<file path="config.mk">
export PLATFORM = sky130hd
export DESIGN_NAME = key_debounce
export DESIGN_NICKNAME = d
export VERILOG_FILES = /design/src/rtl/key_debounce_pkg.sv /design/src/rtl/key_debounce_ch.sv /design/src/rtl/key_debounce.sv
export SDC_FILE = /design/constraint.sdc
export NUM_CORES = 1
export LEC_CHECK = 0
export CAP_MARGIN = 15
export CORE_ASPECT_RATIO = 0.7
export CORE_MARGIN = 3
export CORE_UTILIZATION = 39
export DETAILED_ROUTE_END_ITERATION = 10
export MAX_ROUTING_LAYER = met4
export PLACE_DENSITY = 0.66
export SLEW_MARGIN = 10
export SYNTH_ARGS = -nofsm -noshare
export SYNTH_HDL_FRONTEND = slang
export SYNTH_HIERARCHICAL = 1
export SYNTH_SLANG_ARGS = --single-unit
</file>
<file path="constraint.sdc">
create_clock -name CLK_i -period 4.1 [get_ports CLK_i]
set_input_delay 0.82 -clock CLK_i [delete_from_list [all_inputs] [get_ports CLK_i]]
set_output_delay 0.82 -clock CLK_i [all_outputs]
set_load 0.01 [all_outputs]
</file>
<file path="src/rtl/key_debounce_pkg.sv">
// ---------------------------------------------------------------------------
// key_pkg
// Shared definitions for the push-button debouncer:
//   CNT_W        width of every debounce / hold counter
//   key_state_e  per-key debounce FSM state encoding (2-bit)
//   ms_to_cyc    converts a millisecond duration into clock cycles
// ---------------------------------------------------------------------------
package key_pkg;

  localparam int CNT_W = 32;

  typedef enum logic [1:0] {
    ST_IDLE         = 2'd0,
    ST_PRESS_WAIT   = 2'd1,
    ST_PRESSED      = 2'd2,
    ST_RELEASE_WAIT = 2'd3
  } key_state_e;

  // The frequency is divided down to cycles-per-millisecond first so the
  // product stays inside 32 bits for any realistic clock and duration.
  function automatic logic [CNT_W-1:0] ms_to_cyc(input logic [CNT_W-1:0] clk_freq,
                                                 input logic [CNT_W-1:0] ms);
    return (clk_freq / CNT_W'(1000)) * ms;
  endfunction

endpackage

</file>
<file path="src/rtl/key_debounce_ch.sv">
// ---------------------------------------------------------------------------
// key_debounce_ch
// One push-button channel: 2-flop synchroniser, debounce FSM, debounce
// counter and long-press hold counter.
// Ports:
//   CLK_i      system clock
//   RST_i      asynchronous active-high reset
//   key_i      raw key pin, 0 = pressed, asynchronous to CLK_i
//   state_o    debounced level, 1 = pressed (registered)
//   press_o    1-cycle pulse on accepted press
//   release_o  1-cycle pulse on accepted release
//   long_o     1-cycle pulse once per press after the long-press hold time
// ---------------------------------------------------------------------------
module key_debounce_ch
  import key_pkg::*;
#(
  parameter logic [CNT_W-1:0] DB_CYC   = CNT_W'(20),
  parameter logic [CNT_W-1:0] LONG_CYC = CNT_W'(100)
) (
  input  logic CLK_i,
  input  logic RST_i,
  input  logic key_i,
  output logic state_o,
  output logic press_o,
  output logic release_o,
  output logic long_o
);

  localparam logic [CNT_W-1:0] DB_LAST   = DB_CYC - CNT_W'(1);
  localparam logic [CNT_W-1:0] LONG_LAST = LONG_CYC - CNT_W'(1);

  logic [1:0]       sync_q;
  logic             key_s;
  key_state_e       state_q, state_d;
  logic [CNT_W-1:0] db_cnt_q, db_cnt_d;
  logic [CNT_W-1:0] hold_cnt_q, hold_cnt_d;
  logic [CNT_W-1:0] hold_inc;
  logic             long_done_q, long_done_d;
  logic             state_out_q, state_out_d;
  logic             press_q, press_d;
  logic             release_q, release_d;
  logic             long_q, long_d;

  // Two-flop synchroniser on the raw pin. The flops hold the raw (active-low)
  // level, so their reset value of 1 means "released"; key_s is the
  // active-high pressed level that the FSM works on.
  always_ff @(posedge CLK_i or posedge RST_i) begin
    if (RST_i) begin
      sync_q <= 2'b11;
    end else begin
      sync_q <= {sync_q[0], key_i};
    end
  end

  assign key_s = ~sync_q[1];

  // Debounce FSM next-state logic. The hold counter runs in both held states
  // so a release bounce neither restarts nor pauses the long-press timing.
  // The long pulse is raised on the edge that brings the hold counter to
  // LONG_CYC-1, so it is visible while the counter holds that value.
  always_comb begin
    state_d     = state_q;
    db_cnt_d    = db_cnt_q;
    hold_cnt_d  = hold_cnt_q;
    long_done_d = long_done_q;
    press_d     = 1'b0;
    release_d   = 1'b0;
    long_d      = 1'b0;
    hold_inc    = (hold_cnt_q == LONG_CYC) ? hold_cnt_q : hold_cnt_q + CNT_W'(1);

    case (state_q)
      ST_IDLE: begin
        if (key_s) begin
          state_d  = ST_PRESS_WAIT;
          db_cnt_d = '0;
        end
      end

      ST_PRESS_WAIT: begin
        if (!key_s) begin
          state_d = ST_IDLE;
        end else if (db_cnt_q == DB_LAST) begin
          state_d     = ST_PRESSED;
          press_d     = 1'b1;
          hold_cnt_d  = '0;
          long_done_d = 1'b0;
        end else begin
          db_cnt_d = db_cnt_q + CNT_W'(1);
        end
      end

      ST_PRESSED: begin
        hold_cnt_d = hold_inc;
        if ((hold_inc == LONG_LAST) && !long_done_q) begin
          long_d      = 1'b1;
          long_done_d = 1'b1;
        end
        if (!key_s) begin
          state_d  = ST_RELEASE_WAIT;
          db_cnt_d = '0;
        end
      end

      ST_RELEASE_WAIT: begin
        hold_cnt_d = hold_inc;
        if ((hold_inc == LONG_LAST) && !long_done_q) begin
          long_d      = 1'b1;
          long_done_d = 1'b1;
        end
        if (key_s) begin
          state_d = ST_PRESSED;
        end else if (db_cnt_q == DB_LAST) begin
          state_d   = ST_IDLE;
          release_d = 1'b1;
        end else begin
          db_cnt_d = db_cnt_q + CNT_W'(1);
        end
      end

      default: begin
        state_d = ST_IDLE;
      end
    endcase

    state_out_d = (state_d == ST_PRESSED) || (state_d == ST_RELEASE_WAIT);
  end

  // State, counters and registered outputs. Everything clears on reset, so a
  // reset in the middle of a press simply drops the outputs without a release.
  always_ff @(posedge CLK_i or posedge RST_i) begin
    if (RST_i) begin
      state_q     <= ST_IDLE;
      db_cnt_q    <= '0;
      hold_cnt_q  <= '0;
      long_done_q <= 1'b0;
      state_out_q <= 1'b0;
      press_q     <= 1'b0;
      release_q   <= 1'b0;
      long_q      <= 1'b0;
    end else begin
      state_q     <= state_d;
      db_cnt_q    <= db_cnt_d;
      hold_cnt_q  <= hold_cnt_d;
      long_done_q <= long_done_d;
      state_out_q <= state_out_d;
      press_q     <= press_d;
      release_q   <= release_d;
      long_q      <= long_d;
    end
  end

  assign state_o   = state_out_q;
  assign press_o   = press_q;
  assign release_o = release_q;
  assign long_o    = long_q;

endmodule

</file>
<file path="src/rtl/key_debounce.sv">
// ---------------------------------------------------------------------------
// key_debounce
// Debounces KEY_NUM active-low push-buttons into clean per-key level and
// event outputs. Each key is handled by its own independent channel.
// Ports:
//   CLK_i          system clock
//   RST_i          asynchronous active-high reset
//   KEY_i          raw key pins, 0 = pressed
//   KEY_state_o    debounced level per key, 1 = pressed
//   KEY_press_o    1-cycle pulse per key on accepted press
//   KEY_release_o  1-cycle pulse per key on accepted release
//   KEY_long_o     1-cycle pulse per key once per long press
// ---------------------------------------------------------------------------
module key_debounce
  import key_pkg::*;
#(
  parameter int unsigned CLK_FREQ      = 300_000_000,
  parameter int unsigned KEY_NUM       = 4,
  parameter int unsigned DEBOUNCE_MS   = 20,
  parameter int unsigned LONG_PRESS_MS = 1000
) (
  input  logic               CLK_i,
  input  logic               RST_i,
  input  logic [KEY_NUM-1:0] KEY_i,
  output logic [KEY_NUM-1:0] KEY_state_o,
  output logic [KEY_NUM-1:0] KEY_press_o,
  output logic [KEY_NUM-1:0] KEY_release_o,
  output logic [KEY_NUM-1:0] KEY_long_o
);

  localparam logic [CNT_W-1:0] DB_CYC   = ms_to_cyc(CNT_W'(CLK_FREQ), CNT_W'(DEBOUNCE_MS));
  localparam logic [CNT_W-1:0] LONG_CYC = ms_to_cyc(CNT_W'(CLK_FREQ), CNT_W'(LONG_PRESS_MS));

  // One fully independent channel per key; no state is shared between keys.
  for (genvar g = 0; g < KEY_NUM; g++) begin : g_key
    key_debounce_ch #(
      .DB_CYC  (DB_CYC),
      .LONG_CYC(LONG_CYC)
    ) u_ch (
      .CLK_i    (CLK_i),
      .RST_i    (RST_i),
      .key_i    (KEY_i[g]),
      .state_o  (KEY_state_o[g]),
      .press_o  (KEY_press_o[g]),
      .release_o(KEY_release_o[g]),
      .long_o   (KEY_long_o[g])
    );
  end

endmodule

</file>
Word level (Yosys, flattened, before mapping) --
Index checks and enable logic that the tools add are counted.
Cells by class: add/subtract/negate cells 8, multipliers 0, divide/modulo/power cells 0, order comparisons 0, equal/unequal tests 56, shift-type cells 0, mux-type cells 112, bitwise operators 0, reductions and logical operators 36
Operators by type and width (count):
- $mux W32 | 32
- $pmux W32 S4 | 4
- $add A32 B1 Y32 const B | 8
- $eq A32 B29 Y1 const B | 8
- $pmux W32 S2 | 4
- $eq A32 B23 Y1 const B | 4
- $mux W2 | 24
- $mux W1 | 40
- $eq A2 B2 Y1 const B | 16
- $ne A2 B1 Y1 const B | 16
- $pmux W2 S4 | 4
- $reduce_and A4 Y1 | 8
- $ne A2 B2 Y1 const B | 8
- $reduce_and A3 Y1 | 4
- $eq A2 B1 Y1 const B | 4
- $logic_not A2 Y1 | 4
- $pmux W1 S2 | 4
- $reduce_bool A2 Y1 | 4
- $reduce_or A2 Y1 | 4
- $logic_and A1 B1 Y1 | 4
- $logic_not A1 Y1 | 4
- $logic_or A1 B1 Y1 | 4
Word-level totals: flip-flop bits (word level) 292, bits in latches 0, bits in writable memories 0, bits in read-only memories 0, input port bits 6, output and inout bits 16, word-level logic and storage cells 248, memories kept 0

Longest topological paths before layout --
word-level depth 6, mapped depth 9, depth with buffers taken out 8

By module --
Netlist, hierarchy kept.
Modules (own cells, without submodules):
- key_debounce_ch (g_key[0].u_ch ...) | instances 3, cells each 491, area each 4325.4 sq um, seq. area each 1829.3 sq um
- key_debounce_ch (g_key[3].u_ch) | instances 1, cells each 481, area each 4277.9 sq um, seq. area each 1829.3 sq um

Least setup slack after synthesis --
Ideal clock, no wire load.
path type register to register, start reg g_key[0].u_ch.hold_cnt_q[0], end reg g_key[0].u_ch.long_done_q, library setup time 0.092 ns, arrival time 2.374 ns, required time 4.008 ns, path slack 1.634 ns, stages on the path, launching flop included 8, path buffers 0, period minus slack after synthesis 2.466 ns, cell sequence dfrtp_1 > ha_1 > nand3_4 > or3_4 > or4_4 > a2111oi_2 > nand4_1 > o31ai_2
Between the ends: cells in the longest elaborated chain, start to end 6, elaborated cells between the ends (all ways) 7, classes of those cells 1 x add/sub; 3 x eq/ne; 1 x mux; 2 x reduce/logical
Ends and longest elaborated chain:
- from (decl) | RTL line key_debounce_ch.sv:36 | logic [CNT_W-1:0] hold_cnt_q, hold_cnt_d;
- from (signal assigned) | RTL line key_debounce_ch.sv:143 | hold_cnt_q <= hold_cnt_d;
- $add A32 B1 Y32 / $eq A32 B29 Y1 (equally long branches) | RTL line key_debounce_ch.sv:69 | hold_inc = (hold_cnt_q == LONG_CYC) ? hold_cnt_q : hold_cnt_q + CNT_W'(1);
- $mux W32 * | RTL line key_debounce_ch.sv:69
- $eq A32 B29 Y1 * | RTL line key_debounce_ch.sv:94, key_debounce_ch.sv:106
- $logic_and A1 B1 Y1 * | RTL line key_debounce_ch.sv:94, key_debounce_ch.sv:106
- $ne A2 B1 Y1 (no source line) *
- $reduce_and A4 Y1 (no source line) *
- to (signal assigned) | RTL line key_debounce_ch.sv:144 | long_done_q <= long_done_d;
- to (decl) | RTL line key_debounce_ch.sv:38 | logic long_done_q, long_done_d;
Every way passes the cells marked *; elsewhere a longest branch is shown, timed or not. A chain may end at the register's enable or synchronous reset.

Worst setup path after layout --
start reg g_key[0].u_ch.state_q[1], end reg g_key[0].u_ch.db_cnt_q[25]
Between the ends: cells in the longest elaborated chain, start to end 3, elaborated cells between the ends (all ways) 10, classes of those cells 7 x eq/ne; 1 x mux; 2 x reduce/logical
Ends and longest elaborated chain:
- from (decl) | RTL line key_debounce_ch.sv:34 | key_state_e state_q, state_d;
- from (signal assigned) | RTL line key_debounce_ch.sv:141 | state_q <= state_d;
- $eq A2 B2 Y1, or another cell as far along | RTL line key_debounce_ch.sv:71 | case (state_q)
- $ne A2 B1 Y1 (no source line) / $ne A2 B2 Y1 (equally long branches)
- $reduce_and A4 Y1 (no source line)
- to (signal assigned) | RTL line key_debounce_ch.sv:142 | db_cnt_q <= db_cnt_d;
- to (decl) | RTL line key_debounce_ch.sv:35 | logic [CNT_W-1:0] db_cnt_q, db_cnt_d;
Parallel ways exist; a longest one is shown, timed or not.

==> impl_metrics.json <==
{
  "status": "finished, final reports clean",
  "synth_most_common_cell": "dfrtp_1",
  "pin_count": 22,
  "synthCells": 1954,
  "slowest_stage": "dfrtp_1",
  "finalSetupTns_ns": 0,
  "leakagePower_nw": 7.33,
  "fill_cells": 4171,
  "period_minus_slack_ns": 3.19,
  "worstSetupPathType": "flop to flop",
  "endpoint_kind": "flop",
  "max_slew_margin_pct": 27.9,
  "critPathBufInv": 0,
  "cts_setup_buffers": 0,
  "initial_core_util_pct": 40.1,
  "synth_area_leaders": "dfrtp_1 (41%), xnor2_1 (5.7%), nand2_1 (4.9%), o21ai_0 (4.2%), nor2_1 (4.0%)",
  "sequentialPowerShare_pct": 48.9,
  "arrival_ns": 3.68,
  "drt-initial-drc-count": 1115,
  "cp_max_fo": 26,
  "avgSynthCellArea_sq_um": 8.83,
  "cts_root_buffer": "clkbuf_16",
  "timing.hold.worst.class": "flop to flop",
  "antenna_found_initial": 0,
  "ys_seq_elements": 292,
  "vdd_drop_max_mv": 0.278,
  "clock-sinks": 292,
  "fmaxAchievable_mhz": 313,
  "cp_common_cell": "or3_1",
  "yosysSeqAreaShare_pct": 42.4,
  "tightest_slew_ns": 1.08,
  "yosys_warnings": 6,
  "cts_tree": "built",
  "place.gp.congestion": 0.902,
  "max_stage_delay_ns": 0.94,
  "core_area_sq_um": 43000,
  "hold_buffers": 0,
  "synth-edff-count": 0,
  "ant_nets": 0,
  "htreeDepth": 1,
  "fin_skew_ns": 0.0185,
  "layout-drive-gt1-share_pct": 7.75,
  "cp-start-kind": "flop",
  "area_delta_synth_final_pct": 9.87,
  "synth_top_area_share_pct": 41.2,
  "grt_pass1_wl_um": 67500,
  "antenna_cells": 0,
  "ctsResizeCount": 0,
  "first_pass_iters": 5,
  "syn-cell-area_sq_um": 17300,
  "synth.top_cells.by_count": "dfrtp_1 (284), nand2_1 (223), nor2_1 (182)",
  "fin_util_pct": 44.0,
  "wl_per_cell_um": 15.6,
  "power.internal_mw": 4.68,
  "grtUsageTotal_pct": 17.2,
  "netSwitchingPower_mw": 1.30,
  "hold_viol": 0,
  "grt_pass1_vias": 13300,
  "power_mw": 5.98,
  "viasPerCell": 5.60,
  "p_per_area_nw_per_um2": 316,
  "rsz0062_at_grt": "false",
  "clock_path_buffers": 3,
  "clock_latency_ns": 0.57,
  "fin_crit_sh_pct": 77.8,
  "switching_share_pct": 21.7,
  "post-dp-hpwl_um": 26800,
  "synth_top_area_cell": "dfrtp_1",
  "totalWireLength_um": 39400,
  "clk_pin_slew_worst_paths_ns": 0.06,
  "fin_nets": 1931,
  "drv_cap": 0,
  "power_frac_clock_pct": 48.8,
  "synth_nets": 1972,
  "ys_async_sr_fraction_pct": 100,
  "finalSetupViolCount": 0,
  "layout_setup_ws_ns": 0.909,
  "drc": 0,
  "grt-ovfl-total": 0,
  "ys_dominant_reg_cell": "dfrtp_1",
  "required_ns": 4.59,
  "die_area_sq_um": 46800,
  "io_buffers": 21,
  "cts_buffers": 31,
  "rows": 63,
  "fp.dieW_um": 257,
  "yosysUniqueCellTypes": 69,
  "crit_chain": "xor2_1, or4_1, or3_1, or3_1, a21oi_1",
  "die_h_um": 182,
  "grt_max_degree": 74,
  "vias": 14100,
  "p_comb_share_pct": 2.3,
  "pre_cts_slack_ns": 0.957,
  "crit_family": "simple AND/OR/NAND/NOR gates",
  "final-max-slew-violation-count": 0
}
==> layer usage <==
metal	vias to the layer above	GRT usage (%)	routed length [um]
met3	54	2.48	2120
li1	6871	-	-
met1	6853	26.3	20300
met2	350	24.1	16300
met5	-	-	0
met4	0	3.13	606
==> power groups by stage <==
stage,Combinational [mW],Sequential [mW],Clock [mW]
3_5_place_dp,0.142,2.98,0
4_1_cts,0.142,2.93,3.02
6_report,0.137,2.93,2.92
2_1_floorplan,0.0965,2.97,0
3_3_place_gp,0.138,2.98,0
5_1_grt,0.161,2.93,3.14
==> layout by cell type (no fill, tap or decap), types with 17 or more instances in the layout <==
| cell type | Yosys | final |
|---|---|---|
| o21ai_1 | 18 | 18 |
| or4_1 | 24 | 24 |
| nand3_1 | 81 | 81 |
| o21ai_0 | 144 | 144 |
| nor4b_1 | 27 | 27 |
| xor2_1 | 76 | 76 |
| nor4_1 | 38 | 38 |
| and3_1 | 31 | 31 |
| a21oi_1 | 53 | 50 |
| nand2_1 | 223 | 223 |
| or3_1 | 36 | 36 |
| nand4_1 | 82 | 82 |
| inv_1 | 75 | 71 |
| xnor2_1 | 113 | 113 |
| dfrtp_1 | 284 | 284 |
| nor2_1 | 182 | 181 |
| and4_1 | 17 | 17 |
| buf_4 | 3 | 19 |
| clkbuf_16 | 0 | 31 |
| clkdlybuf4s50_1 | 0 | 21 |
| a22o_1 | 18 | 18 |
| o31ai_1 | 25 | 25 |
| nor3_1 | 64 | 64 |
==> cell type report <==
type                            instances  area [sq um]  area share [%]
Clock buffer                           47           896            4.73
Clock inverter                          9           151           0.799
Inverter                               76           287            1.51
Multi-Input combinational cell       1470          9190            48.5
Sequential cell                       292          7320            38.6
Tap cell                              585           732            3.86
Timing Repair Buffer                   42           388            2.05
==> worst register-to-register path: cells and delay by family, from the launching register on <==
| kind | cells | cell delay [ns] |
|---|---|---|
| simple gates | 3 | 1.60 |
| flops | 1 | 0.94 |
| compound gates | 1 | 0.15 |
| xor+xnor | 1 | 0.43 |
==> registers in the layout (all words and copies together), names as in the netlist <==
| signal | cells |
|---|---|
| g_key.u_ch/db_cnt_q | 128 |
| g_key.u_ch/hold_cnt_q | 128 |
| g_key.u_ch/state_q | 8 |
| g_key.u_ch/sync_q | 8 |
| g_key.u_ch/long_done_q | 4 |
| g_key.u_ch/long_o | 4 |
| g_key.u_ch/press_o | 4 |
| g_key.u_ch/release_o | 4 |
| g_key.u_ch/state_o | 4 |
==> through the flow <==
step | hold WS (ns) | std cells | area [sq um]
after floorplan | 0.345 | 1954 | 17300
after global placement | 0.348 | 2464 | 17900
after detailed placement | 0.352 | 2464 | 17900
after CTS | 0.354 | 2520 | 18900
after global routing | 0.359 | 2521 | 19000
final | 0.352 | 2521 | 19000
==> logic make-up after synthesis <==
family / Yosys count / share of synthesized area [%]
AND/OR/NAND/NOR: 910 / 29.2
multiplexers: 19 / 1.14
XOR/XNOR: 189 / 9.59
adder cells (fa/ha/maj): 12 / 0.870
AO/OA/AOI/OAI: 340 / 12.2
buffers and inverters: 192 / 4.58
flip-flops: 292 / 42.4
==> path summary, 6_finish.rpt <==
kind | from | to | slack (ns) | cells past startpoint
max | g_key[0].u_ch/state_q[1]$_DFF_PP0_ | g_key[0].u_ch/db_cnt_q[25]$_DFFE_PP0P_ | 0.91 | 5
min in group asynchronous | RST_i | g_key[3].u_ch/hold_cnt_q[16]$_DFFE_PP0P_ | 0.94 | 2
max in group asynchronous | RST_i | g_key[1].u_ch/hold_cnt_q[28]$_DFFE_PP0P_ | 2.34 | 3
min | g_key[0].u_ch/sync_q[0]$_DFF_PP1_ | g_key[0].u_ch/sync_q[1]$_DFF_PP1_ | 0.35 | 0
max reg2reg | g_key[0].u_ch/state_q[1]$_DFF_PP0_ | g_key[0].u_ch/db_cnt_q[25]$_DFFE_PP0P_ | 0.91 | 5
min reg2reg | g_key[0].u_ch/sync_q[0]$_DFF_PP1_ | g_key[0].u_ch/sync_q[1]$_DFF_PP1_ | 0.35 | 0
No activity file was read; power rests on OpenSTA's default activity.
